$ cat src/rtl/uart_rx_cfg.sv
`default_nettype none
// uart_rx_cfg: configurable UART receiver with majority-vote bit decisions, framing/break
// detection and a 1-deep valid/ready output register. Parity bit enabled by UART_RX_PARITY_EN.
module uart_rx_cfg #(
  parameter int CLKS_PER_BIT = 20,
  parameter int DATA_BITS    = 8,
  parameter int STOP_BITS    = 1,
  parameter int PARITY_ODD   = 0
) (
  input  logic                 clock,
  input  logic                 reset_n,
  input  logic                 serial_in,
  input  logic                 i_ready,
  output logic [DATA_BITS-1:0] o_byte,
  output logic                 o_valid,
  output logic                 o_frame_err,
  output logic                 o_parity_err,
  output logic                 o_break,
  output logic                 o_overrun
);

  localparam int            CW        = $clog2(CLKS_PER_BIT);
  localparam logic [CW-1:0] CNT_HALF  = CW'((CLKS_PER_BIT - 1) / 2);
  localparam logic [CW-1:0] CNT_S1    = CW'(CLKS_PER_BIT - 3);
  localparam logic [CW-1:0] CNT_S2    = CW'(CLKS_PER_BIT - 2);
  localparam logic [CW-1:0] CNT_LAST  = CW'(CLKS_PER_BIT - 1);
  localparam logic [3:0]    LAST_DATA = 4'(DATA_BITS - 1);
  localparam logic [3:0]    LAST_STOP = 4'(STOP_BITS - 1);

`ifdef UART_RX_PARITY_EN
  localparam logic ODD = (PARITY_ODD != 0);
  typedef enum logic [2:0] {
    S_IDLE = 3'd0, S_START = 3'd1, S_DATA = 3'd2, S_PARITY = 3'd3, S_STOP = 3'd4, S_WAIT_HIGH = 3'd5
  } state_t;
`else
  typedef enum logic [2:0] {
    S_IDLE = 3'd0, S_START = 3'd1, S_DATA = 3'd2, S_STOP = 3'd4, S_WAIT_HIGH = 3'd5
  } state_t;
`endif

  state_t                 state;
  logic                   sync1;
  logic                   data;
  logic [CW-1:0]          count;
  logic [3:0]             bit_cnt;
  logic                   samp1;
  logic                   samp2;
  logic [DATA_BITS-1:0]   shreg;
  logic                   frame_err;
  logic                   par_err;
  logic                   first_stop;

  logic bit_val;
  logic at_end;
  logic in_bit;
  logic fe_next;
  logic brk_next;

  assign bit_val  = (samp1 & samp2) | (samp1 & data) | (samp2 & data);
  assign at_end   = (count == CNT_LAST);
`ifdef UART_RX_PARITY_EN
  assign in_bit   = (state == S_DATA) || (state == S_PARITY) || (state == S_STOP);
`else
  assign in_bit   = (state == S_DATA) || (state == S_STOP);
`endif
  assign fe_next  = frame_err | ~bit_val;
  // With one stop bit the first stop bit is the one being decided right now.
  assign brk_next = (shreg == '0) & ~((bit_cnt == 4'd0) ? bit_val : first_stop);

  always_ff @(posedge clock or negedge reset_n) begin
    if (!reset_n) begin
      sync1 <= 1'b1;
      data  <= 1'b1;
    end else begin
      sync1 <= serial_in;
      data  <= sync1;
    end
  end

  always_ff @(posedge clock or negedge reset_n) begin
    if (!reset_n) begin
      state        <= S_IDLE;
      count        <= '0;
      bit_cnt      <= '0;
      samp1        <= 1'b1;
      samp2        <= 1'b1;
      shreg        <= '0;
      frame_err    <= 1'b0;
      par_err      <= 1'b0;
      first_stop   <= 1'b1;
      o_byte       <= '0;
      o_valid      <= 1'b0;
      o_frame_err  <= 1'b0;
      o_parity_err <= 1'b0;
      o_break      <= 1'b0;
      o_overrun    <= 1'b0;
    end else begin
      o_overrun <= 1'b0;
      if (o_valid && i_ready) o_valid <= 1'b0;

      if (in_bit) begin
        if (count == CNT_S1) samp1 <= data;
        if (count == CNT_S2) samp2 <= data;
        count <= at_end ? '0 : count + 1'b1;
      end

      case (state)
        S_IDLE: begin
          count     <= '0;
          bit_cnt   <= '0;
          frame_err <= 1'b0;
          par_err   <= 1'b0;
          if (!data) state <= S_START;
        end
        S_START: begin
          if (count == CNT_HALF) begin
            count <= '0;
            state <= data ? S_IDLE : S_DATA;
          end else begin
            count <= count + 1'b1;
          end
        end
        S_DATA: begin
          if (at_end) begin
            // Shift in at the MSB so the first received bit ends up at position 0.
            shreg <= {bit_val, shreg[DATA_BITS-1:1]};
            if (bit_cnt == LAST_DATA) begin
              bit_cnt <= '0;
`ifdef UART_RX_PARITY_EN
              state   <= S_PARITY;
`else
              state   <= S_STOP;
`endif
            end else begin
              bit_cnt <= bit_cnt + 1'b1;
            end
          end
        end
`ifdef UART_RX_PARITY_EN
        S_PARITY: begin
          if (at_end) begin
            par_err <= ((^shreg) ^ bit_val) != ODD;
            state   <= S_STOP;
          end
        end
`endif
        S_STOP: begin
          if (at_end) begin
            if (bit_cnt == 4'd0) first_stop <= bit_val;
            frame_err <= fe_next;
            if (bit_cnt == LAST_STOP) begin
              bit_cnt <= '0;
              state   <= brk_next ? S_WAIT_HIGH : S_IDLE;
              if (o_valid && !i_ready) begin
                o_overrun <= 1'b1;
              end else begin
                o_byte       <= shreg;
                o_frame_err  <= fe_next;
                o_parity_err <= par_err;
                o_break      <= brk_next;
                o_valid      <= 1'b1;
              end
            end else begin
              bit_cnt <= bit_cnt + 1'b1;
            end
          end
        end
        S_WAIT_HIGH: begin
          if (data) state <= S_IDLE;
        end
        default: state <= S_IDLE;
      endcase
    end
  end

endmodule
`default_nettype wire

$ cat config.mk
export PLATFORM = sky130hd
export DESIGN_NAME = uart_rx_cfg
export DESIGN_NICKNAME = d
export VERILOG_FILES = /design/src/rtl/uart_rx_cfg.sv
export SDC_FILE = /design/constraint.sdc
export NUM_CORES = 1
export LEC_CHECK = 0
export ABC_CLOCK_PERIOD_IN_PS = 6400
export BUFFER_PORTS_ARGS = -buffer_cell sky130_fd_sc_hd__buf_2
export CAP_MARGIN = 20
export CELL_PAD_IN_SITES_DETAIL_PLACEMENT = 0
export CELL_PAD_IN_SITES_GLOBAL_PLACEMENT = 1
export CORE_ASPECT_RATIO = 1.2
export CORE_UTILIZATION = 50
export DETAILED_ROUTE_END_ITERATION = 6
export PLACE_DENSITY = 0.8
export RECOVER_POWER = 25
export SYNTH_ARGS = -nofsm -noshare
export SYNTH_HDL_FRONTEND = slang
export SYNTH_SLANG_ARGS = --single-unit
$ cat constraint.sdc
create_clock -name clock -period 6.4 [get_ports clock]
set_clock_uncertainty 0.2 [all_clocks]
set_input_delay 0.64 -clock clock [delete_from_list [all_inputs] [get_ports clock]]
set_output_delay 0.64 -clock clock [all_outputs]
set_load 0.01 [all_outputs]
# Word-level counts from Yosys, hierarchy flattened
# Cells that the tools add are included.
[word_totals]
n_memories = 0
ram_bits = 0
ff_bits = 38
latch_bits = 0
rom_bits = 0
elab_cells = 92
output_inout_bits = 13
input_bits = 4
[op_classes]
shifts = 0
n_div = 0
add_sub_neg = 2
reduce_logical = 18
n_mux = 31
mul = 0
n_lt_le_gt_ge = 0
eq_ne = 16
bitwise_logic = 10
[op_table]
columns = ["op", "count"]
rows = [
  ["two-way mux 3 bit", 8],
  ["two-way mux 4 bit", 4],
  ["== test 5 bit, second input constant", 3],
  ["two-way mux 5 bit", 3],
  ["one-hot mux 3 bit (5 select lines)", 1],
  ["one-hot mux 4 bit (3 select lines)", 1],
  ["two-way mux 1 bit", 11],
  ["inequality test 2 bit, second input constant", 5],
  ["one-hot mux 5 bit (2 select lines)", 1],
  ["AND reduction 2 bit", 5],
  ["logical NOT 8 bit", 1],
  ["AND reduction 7 bit", 1],
  ["== test 3 bit, second input constant", 2],
  ["nonzero test 3 bit", 2],
  ["adder 5 x 1 -> 5 bit, second input constant", 1],
  ["== test 5 x 4 -> 1 bit, second input constant", 1],
  ["adder 4 x 1 -> 4 bit, second input constant", 1],
  ["AND 1 bit", 4],
  ["== test 4 x 3 -> 1 bit, second input constant", 1],
  ["logical NOT 4 bit", 1],
  ["inequality test 2 x 1 -> 1 bit, second input constant", 2],
  ["AND reduction 4 bit", 1],
  ["== test 3 x 1 -> 1 bit, second input constant", 1],
  ["== test 3 x 2 -> 1 bit, second input constant", 1],
  ["10 further kinds", 15],
]

# Depth between registers and ports, before layout
[depth]
depth_word = 10
mapped_depth = 7
mapped_depth_nobuf = 7

# Worst setup path after synthesis
# OpenSTA, ideal clock, no wires.
[synth_timing]
path_kind = "register to register"
from = "register count[1]"
to = "register state[0]"
setup_time_ns = 0.128
required_time_ns = 6.072
path_stages_with_launch = 8
path_buffers = 0
t_arrival_ns = 1.695
slack_ns = 4.377
cell_sequence = "dfrtp_1 > inv_1 > ha_1 > and4bb_2 > a2111oi_0 > a21oi_1 > nand4_1 > mux2_1"
[synth_between]
elab_chain_len = 3
word_cells_on_any_way = 6
[synth_rtl]
columns = ["element", "line_no", "rtl"]
rows = [
  ["from (decl)", "44", "logic [CW-1:0] count;"],
  ["from (signal assigned)", "104", "count <= at_end ? '0 : count + 1'b1;"],
  ["from (signal assigned)", "120", "count <= count + 1'b1;"],
  ["== test 5 x 4 -> 1 bit or == test 5 bit (tied branches)", "116, 60", ""],
  ["inequality test 2 bit (no line)", "n/a", ""],
  ["AND reduction 7 bit (no line) *", "n/a", ""],
  ["to (signal assigned)", "118", "state <= data ? S_IDLE : S_DATA;"],
  ["to (signal assigned)", "153", "state <= brk_next ? S_WAIT_HIGH : S_IDLE;"],
  ["to (decl)", "41", "state_t state;"],
]
# Mark *: on every way between the ends. The rest lies on a longest branch, timed or not.
# A chain may end at the register's enable or synchronous reset.

# Worst setup path in the final report
[layout_timing]
from = "register bit_cnt[0]"
to = "register o_byte[0]"
[layout_between]
elab_chain_len = 2
[layout_rtl]
columns = ["element", "line_no", "rtl"]
rows = [
  ["from (decl)", "45", "logic [3:0] bit_cnt;"],
  ["from (signal assigned)", "135", "bit_cnt <= bit_cnt + 1'b1;"],
  ["from (signal assigned)", "164", "bit_cnt <= bit_cnt + 1'b1;"],
  ["logical NOT 4 bit", "151", "if (bit_cnt == LAST_STOP) begin"],
  ["AND reduction 4 bit (no line)", "n/a", ""],
  ["to (signal assigned)", "157", "o_byte <= shreg;"],
  ["to (decl)", "14", "output logic [DATA_BITS-1:0] o_byte,"],
]
# Every way passes these cells.

==> flow_metrics.env <==
export IMPL_gp_congestion=0.8623
export IMPL_syn_num_nets=180
export IMPL_placed_cells=229
export IMPL_r2r_setup_slack_ps=3830
export IMPL_synthFlopType="dfrtp_1"
export IMPL_grt_max_degree=39
export IMPL_hpwl_mm=2.513
export IMPL_power_frac_comb=0.269
export IMPL_drtPass1Iterations=4
export IMPL_timing_fmax_ghz=0.3895
export IMPL_tightest_slew_ps=1998
export IMPL_clkLatencyLatePin_ps=290
export IMPL_cp_required_ps=6370
export IMPL_internal_power_uw=539.4
export IMPL_grt_antenna_before_repair=0
export IMPL_wl_per_cell_um=14.88
export IMPL_seq_area_um2=957.2
export IMPL_grt_pass1_wl_mm=5.892
export IMPL_holdCritStartpoint="sync1$_DFF_PN1_"
export IMPL_clockBufferDepth=2
export IMPL_cts_buffers_inserted=5
export IMPL_htree_levels=2
export IMPL_cts_resized=0
export IMPL_ys_warn_count=0
export IMPL_slowest_delay_ps=610
export IMPL_p_total_uw=799.8
export IMPL_fin_setup_tns_ps=0
export IMPL_ir_drop_v=0.0002154
export IMPL_leakage_nw=1.013
export IMPL_hold_path_class="flip-flop to flip-flop"
export IMPL_vias_per_cell=5.376
export IMPL_p_per_area_nw_per_um2=374.9
export IMPL_r2r_cells=5
export IMPL_synthArstFlopShare=1.000
export IMPL_stdcell_area_um2=2133
export IMPL_finish_utilization=0.5871
export IMPL_finalWirelength_mm=3.527
export IMPL_synth_compound_area_frac=0.09342
export IMPL_endpoint="o_byte[0]$_DFFE_PN0P_"
export IMPL_ys_ff_latch=38
export IMPL_die_w_um=58.30
export IMPL_synth_adder_area_share=0.04342
export IMPL_crit_chain="inv_1, ha_1, nor3b_1, nand4_1, mux2_2"
export IMPL_synth_most_common_cell="dfrtp_1"
export IMPL_ys_types=41
export IMPL_multi_input_area_um2=872.1
export IMPL_r2r_end="o_byte[0]$_DFFE_PN0P_"
export IMPL_final_cells=237
export IMPL_min_period_ps=2568
export IMPL_slew_viol_final=39
export IMPL_synth_top_cell_by_area="dfrtp_1"
export IMPL_drc=0
export IMPL_arrival_ps=2540
export IMPL_r2r_start="bit_cnt[0]$_DFFE_PN0P_"
export IMPL_nNetsFinal=193
export IMPL_cp_max_fo=12
export IMPL_fin_crit_sh=0.4012
export IMPL_nFillCells=319
export IMPL_drt_first_iter_violations=49
export IMPL_failed_checks="max-capacitance violations, max-slew violations"
export IMPL_synthCells=171
export IMPL_area_delta_synth_final_pct=12.17
export IMPL_synth_top_family_by_area="simple AND/OR/NAND/NOR gates"
export IMPL_pin_count=17
export IMPL_dieArea_um2=4055
export IMPL_yosys_area_share_simple=0.1776
export IMPL_numPortBuffers=15
export IMPL_synthXorXnorAreaFrac=0.01842
export IMPL_switching_share=0.3255
export IMPL_rows=24
export IMPL_cap_violations=1
export IMPL_overflow=0
export IMPL_synth_avg_cell_area_um2=11.12
export IMPL_start_util=0.5234
export IMPL_cts_sink_count=38
export IMPL_synthTopCellsByArea="dfrtp_1 (43%), mux2_2 (11%), dfstp_2 (6.9%)"
export IMPL_max_slew_margin_rel=-0.3321
export IMPL_n_antenna_cell=0
export IMPL_rsz0062_at_grt="false"
export IMPL_status="finished with violations"
export IMPL_final_setup_viol_count=0
export IMPL_holdBufCountCts=0
export IMPL_switchingPower_uw=260.3
export IMPL_placed_area_um2=1992
export IMPL_post_cts_buffers=0
export IMPL_track_usage=0.1932
export IMPL_cts_tree="built"
export IMPL_detail_route_antenna_nets=0
export IMPL_drive_gt1_frac=0.2919
export IMPL_muxShareOfSynthArea=0.1237
export IMPL_yosys_area_top_type_share=0.4342
export IMPL_ys_top_cells_by_count="dfrtp_1 (33), mux2_2 (19), nand2_1 (15)"
export IMPL_setup_worst_path_start_class="flip-flop"
export IMPL_hold_viol_final=0
export IMPL_p_seq_frac=0.417
export IMPL_critPathKind="flip-flop to flip-flop"
export IMPL_clockRootBuffer="clkbuf_8"
export IMPL_clk_pin_slew_ps=80
export IMPL_synthesis_area_um2=1902
export IMPL_cp_end_kind="flip-flop"
export IMPL_design_core_area_um2=3633
export IMPL_vias=1274
export IMPL_synth_edff_count=0
export IMPL_worstSetupStartpoint="bit_cnt[0]$_DFFE_PN0P_"
export IMPL_grt_pass1_vias=1285
export IMPL_clkPwrFrac=0.313
export IMPL_critical_path_slowest_cell="nand4_1"
export IMPL_synth_seq_area_share=0.5033
export IMPL_die_y_um=69.56
## cell usage in the layout (no fill, tap or decap), types with 5 or more instances in the layout
cell / n
dfrtp_1: 33
inv_1: 6
buf_2: 14
nand3_1: 5
a21oi_1: 10
mux2_2: 19
dfstp_2: 5
o21ai_0: 8
nor2_1: 9
clkbuf_8: 6
ha_1: 5
nand2_1: 15
nor4_1: 5
## registers in the layout, summed over array words and instances, names as in the netlist
signal	cells
count	5
data	1
state	3
bit_cnt	4
o_overrun	1
o_break	1
o_byte	8
o_valid	1
o_frame_err	1
samp2	1
sync1	1
first_stop	1
samp1	1
shreg	8
frame_err	1
## per-stage QoR
step | setup slack, ps | hold slack, ps
2_1_floorplan | 4377 | 144.4
3_3_place_gp | 3797 | 145.6
3_5_place_dp | 3789 | 155.7
4_1_cts | 3773 | 165.3
5_1_grt | 3702 | 164.4
6_report | 3832 | 162.5
## final cells by class
class,count,share of cell area
multi-input cells,118,0.4088
clock inverters,2,0.02815
clock buffers,6,0.03871
flip-flops and latches,38,0.4487
repair buffers,15,0.03460
inverters,6,0.01056
well taps,52,0.03050
## worst min path at each step
| stage | slack, ps | end | depth (start not counted) |
|---|---|---|---|
| final | 160 | data$_DFF_PN1_ | 0 |
| after global placement | 150 | data$_DFF_PN1_ | 0 |
| after CTS | 170 | data$_DFF_PN1_ | 0 |
| after detailed placement | 160 | data$_DFF_PN1_ | 0 |
| after global routing | 160 | data$_DFF_PN1_ | 0 |
| after floorplan | 140 | bit_cnt[0]$_DFFE_PN0P_ | 0 |
## layer usage
layer / GRT usage / vias up / wire, um
met5: 0 / - / 0
met4: 0.06349 / 0 / 52
met3: 0.04478 / 6 / 103
met2: 0.3333 / 18 / 1809
met1: 0.2335 / 617 / 1562
li1: - / 633 / -
## power groups by stage
| stage | sequential (mW) | clock [mW] | combinational (mW) |
|---|---|---|---|
| 6_report | 0.334 | 0.251 | 0.215 |
| 5_1_grt | 0.342 | 0.265 | 0.243 |
| 4_1_cts | 0.333 | 0.256 | 0.216 |
| 3_5_place_dp | 0.338 | 0 | 0.215 |
| 3_3_place_gp | 0.336 | 0 | 0.209 |
| 2_1_floorplan | 0.305 | 0 | 0.194 |
## cells by family (layout without fill, tap and decap cells)
group / count (synthesis) / count (layout)
AND/OR/NAND/NOR: 56 / 56
flip-flops: 38 / 38
AO/OA/AOI/OAI: 29 / 29
multiplexers: 21 / 21
buffers and inverters: 15 / 29
adder cells (fa/ha/maj): 7 / 7
XOR/XNOR: 4 / 4
other: 1 / 1
## critical path: cells and delay by family (launching register included)
kind                     cells  cell delay (ps)
AND/OR/NAND/NOR              2             1110
multiplexers                 1              470
flip-flops                   1              430
adder cells (fa/ha/maj)      1              150
buffers and inverters        1               80
Power figures use the tool's default switching activity.
